### src/rtl/rr_arbiter_pkg.sv
// Shared types and helpers for the round-robin arbiter.
// The search helper works on a 256-bit window so one function covers every legal N.
package rr_arbiter_pkg;

  typedef enum logic {
    IDLE = 1'b0,
    BUSY = 1'b1
  } state_t;

  // Index of the first set bit at or after start, wrapping within mask+1 entries.
  function automatic logic [7:0] first_set_from(
    input logic [255:0] vec,
    input logic [7:0]   start,
    input logic [7:0]   mask
  );
    logic [7:0] idx;
    logic [7:0] cand;
    logic       found;
    idx   = 8'd0;
    found = 1'b0;
    for (int k = 0; k < 256; k++) begin
      cand = (start + 8'(k)) & mask;
      if (!found && vec[cand]) begin
        idx   = cand;
        found = 1'b1;
      end
    end
    return idx;
  endfunction

endpackage

### src/rtl/rr_arbiter_bin2pos.sv
// Binary index to one-hot position decoder; purely combinational.
module bin2pos #(
  parameter int BIN_WIDTH = 4
) (
  input  logic [BIN_WIDTH-1:0]    bin,
  output logic [2**BIN_WIDTH-1:0] pos
);

  always_comb begin
    pos      = '0;
    pos[bin] = 1'b1;
  end

endmodule

### src/rtl/rr_arbiter.sv
// Round-robin arbiter with optional hold limit: request-to-grant latency 1 cycle,
// back-to-back regrant on release, no backpressure beyond the request levels themselves.
module rr_arbiter
  import rr_arbiter_pkg::*;
#(
  parameter  int N        = 16,
  parameter  int MAX_HOLD = 0,
  localparam int IDX_W    = $clog2(N)
) (
  input  logic             clk,
  input  logic             rst,
  input  logic [N-1:0]     req,
  output logic [N-1:0]     gnt,
  output logic [IDX_W-1:0] gnt_idx,
  output logic             gnt_valid
);

  localparam int                HOLD_W    = (MAX_HOLD > 1) ? $clog2(MAX_HOLD) : 1;
  localparam logic [HOLD_W-1:0] HOLD_LAST = HOLD_W'((MAX_HOLD > 0) ? MAX_HOLD - 1 : 0);
  localparam logic [7:0]        MASK      = 8'(N - 1);

  state_t            state, state_nxt;
  logic [IDX_W-1:0]  ptr, ptr_nxt;
  logic [IDX_W-1:0]  idx_nxt;
  logic [IDX_W-1:0]  after_cur;
  logic [HOLD_W-1:0] hold_cnt, hold_nxt;
  logic              timeout;
  logic [N-1:0]      pos;

  assign after_cur = gnt_idx + IDX_W'(1);
  // hold_cnt counts completed cycles of the current grant, so LAST marks its final cycle
  assign timeout   = (MAX_HOLD != 0) && (hold_cnt == HOLD_LAST);

  always_ff @(posedge clk) begin
    if (rst) begin
      state    <= IDLE;
      ptr      <= '0;
      gnt_idx  <= '0;
      hold_cnt <= '0;
    end else begin
      state    <= state_nxt;
      ptr      <= ptr_nxt;
      gnt_idx  <= idx_nxt;
      hold_cnt <= hold_nxt;
    end
  end

  always_comb begin
    state_nxt = state;
    ptr_nxt   = ptr;
    idx_nxt   = gnt_idx;
    hold_nxt  = hold_cnt;
    case (state)
      IDLE: begin
        if (|req) begin
          state_nxt = BUSY;
          idx_nxt   = IDX_W'(first_set_from(256'(req), 8'(ptr), MASK));
          hold_nxt  = '0;
        end
      end
      BUSY: begin
        if (!req[gnt_idx] || timeout) begin
          // Re-arbitrate in the release cycle so the current holder ranks last.
          ptr_nxt = after_cur;
          if (|req) begin
            idx_nxt  = IDX_W'(first_set_from(256'(req), 8'(after_cur), MASK));
            hold_nxt = '0;
          end else begin
            state_nxt = IDLE;
          end
        end else if (MAX_HOLD != 0) begin
          hold_nxt = hold_cnt + HOLD_W'(1);
        end
      end
      default: state_nxt = IDLE;
    endcase
  end

  bin2pos #(
    .BIN_WIDTH(IDX_W)
  ) u_bin2pos (
    .bin(gnt_idx),
    .pos(pos)
  );

  always_comb begin
    gnt_valid = (state == BUSY);
    gnt       = gnt_valid ? pos : '0;
  end

endmodule

### config.mk
export PLATFORM = sky130hd
export DESIGN_NAME = rr_arbiter
export DESIGN_NICKNAME = d
export VERILOG_FILES = /design/src/rtl/rr_arbiter_pkg.sv /design/src/rtl/rr_arbiter_bin2pos.sv /design/src/rtl/rr_arbiter.sv
export SDC_FILE = /design/constraint.sdc
export NUM_CORES = 1
export LEC_CHECK = 0
export CAP_MARGIN = 20
export CORE_ASPECT_RATIO = 2
export CORE_UTILIZATION = 65
export DETAILED_ROUTE_END_ITERATION = 6
export GPL_ROUTABILITY_DRIVEN = 0
export GPL_TIMING_DRIVEN = 0
export HOLD_SLACK_MARGIN = 0.02
export PLACE_DENSITY = 0.85
export SLEW_MARGIN = 20
export SYNTH_ARGS = -nofsm -noshare
export SYNTH_HDL_FRONTEND = slang
export SYNTH_HIERARCHICAL = 1
export SYNTH_SLANG_ARGS = --single-unit
export TNS_END_PERCENT = 30
### constraint.sdc
create_clock -name clk -period 10.3 [get_ports clk]
set_input_delay 2.06 -clock clk [delete_from_list [all_inputs] [get_ports clk]]
set_output_delay 2.06 -clock clk [all_outputs]
set_load 0.01 [all_outputs]
==> impl_results.rst, run 1 <==
.. list-table::
   :header-rows: 1

   * - Metric
     - Value
   * - Count of hold-fix buffers inserted at cts
     - 0
   * - Stopping stage
     - 5_1_grt
   * - H-tree levels
     - 1
   * - Synthesis Warnings
     - 6
   * - Area share of the leading cell type in the synthesized netlist
     - 17.5%
   * - Synth cell count leaders
     - sky130_fd_sc_hd__nand2_1, sky130_fd_sc_hd__nor2_1, sky130_fd_sc_hd__mux2i_1
   * - Async SR Flop Fraction
     - 0%
   * - Number of nets in the synthesized netlist
     - 720
   * - Number of flops mapped to enable cells by yosys
     - 0
   * - Count of buffers added by post-CTS timing repair for setup
     - 0
   * - Die Ht
     - 134 um
   * - Unique masters post-synth
     - 90
   * - Proportion of synthesized chip area in sequential cells
     - around 3.2%
   * - Most used DFF post-synth
     - sky130_fd_sc_hd__dfxtp_1
   * - Total grt overflow
     - 8
   * - Quantity of gates resized following cts
     - 0
   * - Clock root buffer
     - sky130_fd_sc_hd__clkbuf_16
   * - Most numerous cell in the Yosys netlist
     - sky130_fd_sc_hd__nand2_1
   * - Total clock buffers created by CTS
     - 3
   * - Width of the die
     - 68.0 um
   * - First-pass GRT wire length
     - between 30000 and 40000 um
   * - Mean cell area of the mapped netlist
     - between 8 and 9 um^2
   * - Final HPWL DP
     - between 15000 and 20000 um
   * - Area contributors post-synth
     - sky130_fd_sc_hd__mux4_2, sky130_fd_sc_hd__mux2i_1, sky130_fd_sc_hd__mux2_2, sky130_fd_sc_hd__nand2_1, sky130_fd_sc_hd__nor2_1
   * - TritonCTS sink count
     - 9
   * - Result of the run
     - did not finish
   * - Library cell with the largest summed area after synthesis
     - sky130_fd_sc_hd__mux4_2
   * - Synth Register Bits
     - 9
   * - Vias in the first global route
     - 6830
   * - Post-synth design cell area
     - between 5000 and 6000 um^2
   * - Number of port buffers
     - 37
   * - Cell count after synthesis
     - around 700
   * - Number of I/O pins
     - 39
   * - Starting Density
     - around 68%
   * - Gr usage total
     - between 50% and 60%
   * - Standard-cell rows
     - 47
   * - Error that stopped the run
     - [ERROR GRT-0116] Global routing finished with congestion. Check the congestion regions in the DRC Viewer.
   * - Buffer depth of the longest clock path
     - 2
   * - Largest net degree at the start of global routing
     - 17
per-layer routing:
metal,track usage [%],GRT overflow
met5,6.88,0
met4,53.6,4
met3,34.4,0
met2,78.4,4
met1,57.3,0
stage by stage:
step	util (%)	cells	setup slack [ns]	area, um^2
3_3_place_gp	73.6	828	3.96	6150
4_1_cts	74.6	832	4.00	6230
3_5_place_dp	73.6	828	3.87	6150
2_1_floorplan	-	693	5.06	5650
kinds of logic after synthesis:
family	share of synthesized area, %
and+or+nand+nor	26.5
adders and majority gates	1.99
AOI/OAI and AO/OA	20.6
muxes	38.0
xor gates and xnor gates	3.83
buffers and inverters	5.93
DFF	3.19
==> run 2, diff against run 1 <==
Settings changed: CORE_ASPECT_RATIO 2 to default, CORE_UTILIZATION 65 to 40, HOLD_SLACK_MARGIN 0.02 to default, PLACE_DENSITY 0.85 to default, PLACE_DENSITY_LB_ADDON from default to 0.15.
==> run 2 against run 1 <==
Synthesized cell count unchanged. Area after synthesis is the same. The flow now finishes without violations.
==> impl_results.rst, run 2 <==
.. list-table::
   :header-rows: 1

   * - Metric
     - Value
   * - CP required
     - 10.42 ns
   * - Metal-1 WL
     - 8800 um
   * - Number of standard cells in the final layout excluding fillers
     - 914
   * - Worst min-delay path startpoint
     - gnt_valid
   * - Wire length reported by the detailed router
     - 21000 um
   * - Die Ht
     - 121 um (-9.7%)
   * - Power Dens Cells
     - 360 nW/um^2
   * - Clock Skew
     - approximately 0.0029 ns
   * - Setup slack of the critical path after layout
     - 4.05 ns
   * - Post-route DRC
     - 0
   * - Growth of design area from synthesis to finish
     - 11.9%
   * - Buffer depth of the longest clock path
     - 2 (unchanged)
   * - Crit path arrival time
     - 6.38 ns
   * - Result of the run
     - finished clean
   * - Hold Crit Endpoint
     - gnt_idx[3]
   * - Width of the die
     - 121 um (+78%)
   * - Startpoint of the lowest-slack register-to-register path
     - ptr[1]
   * - Routed vias/inst
     - 6.67
   * - Area share of the leading cell type in the synthesized netlist
     - 17.5% (unchanged)
   * - Type of the worst setup path
     - input pin to flip-flop
   * - Most used DFF post-synth
     - sky130_fd_sc_hd__dfxtp_1
   * - Mean cell area of the mapped netlist
     - 8.16 um^2 (unchanged)
   * - Number of iterations in the first detailed-routing pass
     - 6
   * - Setup slack of the worst register-to-register path
     - 4.06 ns
   * - Worst hold path stage count
     - 3
   * - Async SR Flop Fraction
     - 0% (unchanged)
   * - Maximum resistive drop on vdd
     - 0.239 mV
   * - Area of all sequential standard cells
     - 180 um^2
   * - Final cycle utilization of the critical path
     - between 60% and 70%
   * - FILL cells
     - 1366
   * - Clock root buffer
     - sky130_fd_sc_hd__clkbuf_16
   * - CTS tree
     - yes
   * - Post-synth design cell area
     - 5650 um^2 (unchanged)
   * - Final critical path time including I/O delays and setup
     - 6.25 ns
   * - Final HPWL DP
     - 16100 um (-3.1%)
   * - Standard-cell rows
     - 43 (-8.5%)
   * - Core utilization of the finished layout
     - 45.8%
   * - Number of flops mapped to enable cells by yosys
     - 0 (unchanged)
   * - Starting Density
     - 40.9% (-27 points)
   * - Quantity of gates resized following cts
     - 0 (unchanged)
   * - Routed length on met2
     - approximately 11000 um
   * - Count of nets left with antenna violations after detail routing
     - 0
   * - Final slew viol count
     - 0
   * - Max cap viols
     - 0
   * - Total grt overflow
     - 0
   * - Top library cells by usage in the layout, fill and taps aside
     - sky130_fd_sc_hd__nand2_1, sky130_fd_sc_hd__nor2_1, sky130_fd_sc_hd__mux2i_1
   * - Skew-Pair Late Insertion Delay
     - ~0.24 ns
   * - Detailed router's first-iteration violation count
     - 630
   * - Highest routed metal layer
     - met4
   * - WL/cell
     - approximately 23 um
   * - Area contributors post-synth
     - sky130_fd_sc_hd__mux4_2, sky130_fd_sc_hd__mux2i_1, sky130_fd_sc_hd__mux2_2, sky130_fd_sc_hd__nand2_1, sky130_fd_sc_hd__nor2_1
   * - Total clock buffers created by CTS
     - 3 (unchanged)
   * - Transition time at the pin with the least slew margin
     - ~0.89 ns
   * - Synth cell count leaders
     - sky130_fd_sc_hd__nand2_1, sky130_fd_sc_hd__nor2_1, sky130_fd_sc_hd__mux2i_1
   * - Critical Path Sink Type
     - flip-flop
   * - Diodes inserted
     - 0
   * - TritonCTS sink count
     - 9 (unchanged)
   * - Largest net degree at the start of global routing
     - 17
   * - Worst min path class
     - flip-flop to flip-flop
   * - Total of endpoints with negative setup slack in the final report
     - 0
   * - Number of port buffers
     - 37 (unchanged)
   * - Unique masters post-synth
     - 90 (unchanged)
   * - End of the worst register-to-register path
     - gnt_idx[2]
   * - Met3 routed WL
     - 1170 um
   * - Count of hold-fix buffers inserted at cts
     - 0 (unchanged)
   * - Clock slew at reported path FFs
     - 0.04 ns
   * - Total Die Area
     - approximately 15000 um^2
   * - F_max
     - around 160 MHz
   * - Number of antenna violations at the first check in global routing
     - 0
   * - Crit start category
     - input pin
   * - Synth Register Bits
     - 9 (unchanged)
   * - Vias in the first global route
     - 5834
   * - Standby leakage power
     - roughly 2.2 nW
   * - Slew margin rel.
     - about 39%
   * - Largest fanout on the critical path
     - 10
   * - Number of I/O pins
     - 39 (unchanged)
   * - Post-Route Setup TNS
     - 0 ns
   * - Number of cells on the worst reg-to-reg path
     - 15
   * - Fraction of layout instances using a drive strength above 1
     - about a fifth
   * - Multi-input gate area
     - a little over 5000 um^2
   * - Core area
     - 13800 um^2
   * - Synthesis Warnings
     - 6 (unchanged)
   * - First-pass GRT wire length
     - 32800 um
   * - Hold Vio Cnt, Final
     - 0
   * - Total placed cells including tap cells
     - 910 (+9.9%)
   * - Post-layout net count
     - 762
   * - RSZ-0062 raised after global routing
     - no
   * - Gr usage total
     - between 20 and 30%
   * - Most numerous cell in the Yosys netlist
     - sky130_fd_sc_hd__nand2_1
   * - Most frequent standard cell in the layout excluding fill and tap cells
     - sky130_fd_sc_hd__nand2_1
   * - H-tree levels
     - 1 (unchanged)
   * - Vias after detailed routing
     - 6098
   * - Count of buffers added by post-CTS timing repair for setup
     - 0 (unchanged)
   * - Proportion of synthesized chip area in sequential cells
     - 3.19% (unchanged)
   * - Library cell with the largest summed area after synthesis
     - sky130_fd_sc_hd__mux4_2
   * - Number of nets in the synthesized netlist
     - 720 (unchanged)
   * - Tot Pwr
     - about 2.3 mW
   * - Cell count after synthesis
     - 693 (unchanged)
   * - Worst-case setup slack after placement
     - 3.99 ns (+0.118 ns)
run 2: worst max path at each step:
stage                     from    endpoint  slack [ns]  depth (start not counted)
finish                  req[9]  gnt_idx[2]        4.05                         12
global route            ptr[1]  gnt_idx[2]        3.64                         15
CTS                 gnt_idx[0]  gnt_idx[1]        4.17                         16
detailed placement      req[4]  gnt_idx[2]        3.99                         12
global placement        req[4]  gnt_idx[2]        4.03                         12
floorplan               req[6]  gnt_idx[2]        5.06                         12
run 2: final cells by class:
cell class              instances  share of cell area, %
plain buffers                  53                   4.23
multi-input cells             613                   81.2
clock inverters                 1                 0.0791
well taps                     180                   3.56
flip-flops and latches          9                   2.85
inverters                      18                   1.07
repair buffers                 37                   5.85
clock buffers                   3                   1.19
run 2: metrics by stage:
step	cell area [um^2]	hold WS, ns
6_report	6330	0.869
5_1_grt	6330	0.914
4_1_cts	6330	0.852
3_5_place_dp	6250	0.839
3_3_place_gp	6250	0.838
2_1_floorplan	5650	0.714
run 2: report_power, final:
| part | switching, mW | internal (mW) |
|---|---|---|
| sequential | 0.0277 | 0.0446 |
| clock | 0.0192 | 0.0513 |
| combinational | 1.30 | 0.839 |
| total | 1.34 | 0.935 |
run 2: cells by family (layout without fill, tap and decap cells):
family | count (synthesis) | after routing | share of synthesized area [%]
AOI/OAI and AO/OA | 164 | 164 | 20.6
xor gates and xnor gates | 23 | 23 | 3.83
adders and majority gates | 9 | 9 | 1.99
buffers and inverters | 71 | 112 | 5.93
DFF | 9 | 9 | 3.19
muxes | 153 | 153 | 38.0
and+or+nand+nor | 264 | 264 | 26.5
run 2: worst max-delay path, cell delays in order:
cell and delay, ns:
sky130_fd_sc_hd__clkdlybuf4s50_1 0.44, sky130_fd_sc_hd__clkbuf_1 0.26, sky130_fd_sc_hd__mux4_2 0.55, sky130_fd_sc_hd__mux2_2 0.33, sky130_fd_sc_hd__mux2i_1 0.42, sky130_fd_sc_hd__nor4b_2 0.58, sky130_fd_sc_hd__nand2_1 0.25, sky130_fd_sc_hd__nor2_1 0.24
sky130_fd_sc_hd__nand2_1 0.09, sky130_fd_sc_hd__a2111oi_0 0.82, sky130_fd_sc_hd__nor3_1 0.10, sky130_fd_sc_hd__o22a_1 0.23
run 2: layer usage:
metal / global-route usage (%) / up-vias
met5: 0 / -
met4: 9.18 / 0
met3: 1.74 / 41
met2: 50.4 / 266
met1: 37.3 / 3011
li1: - / 2780
Power figures use the tool's default switching activity.
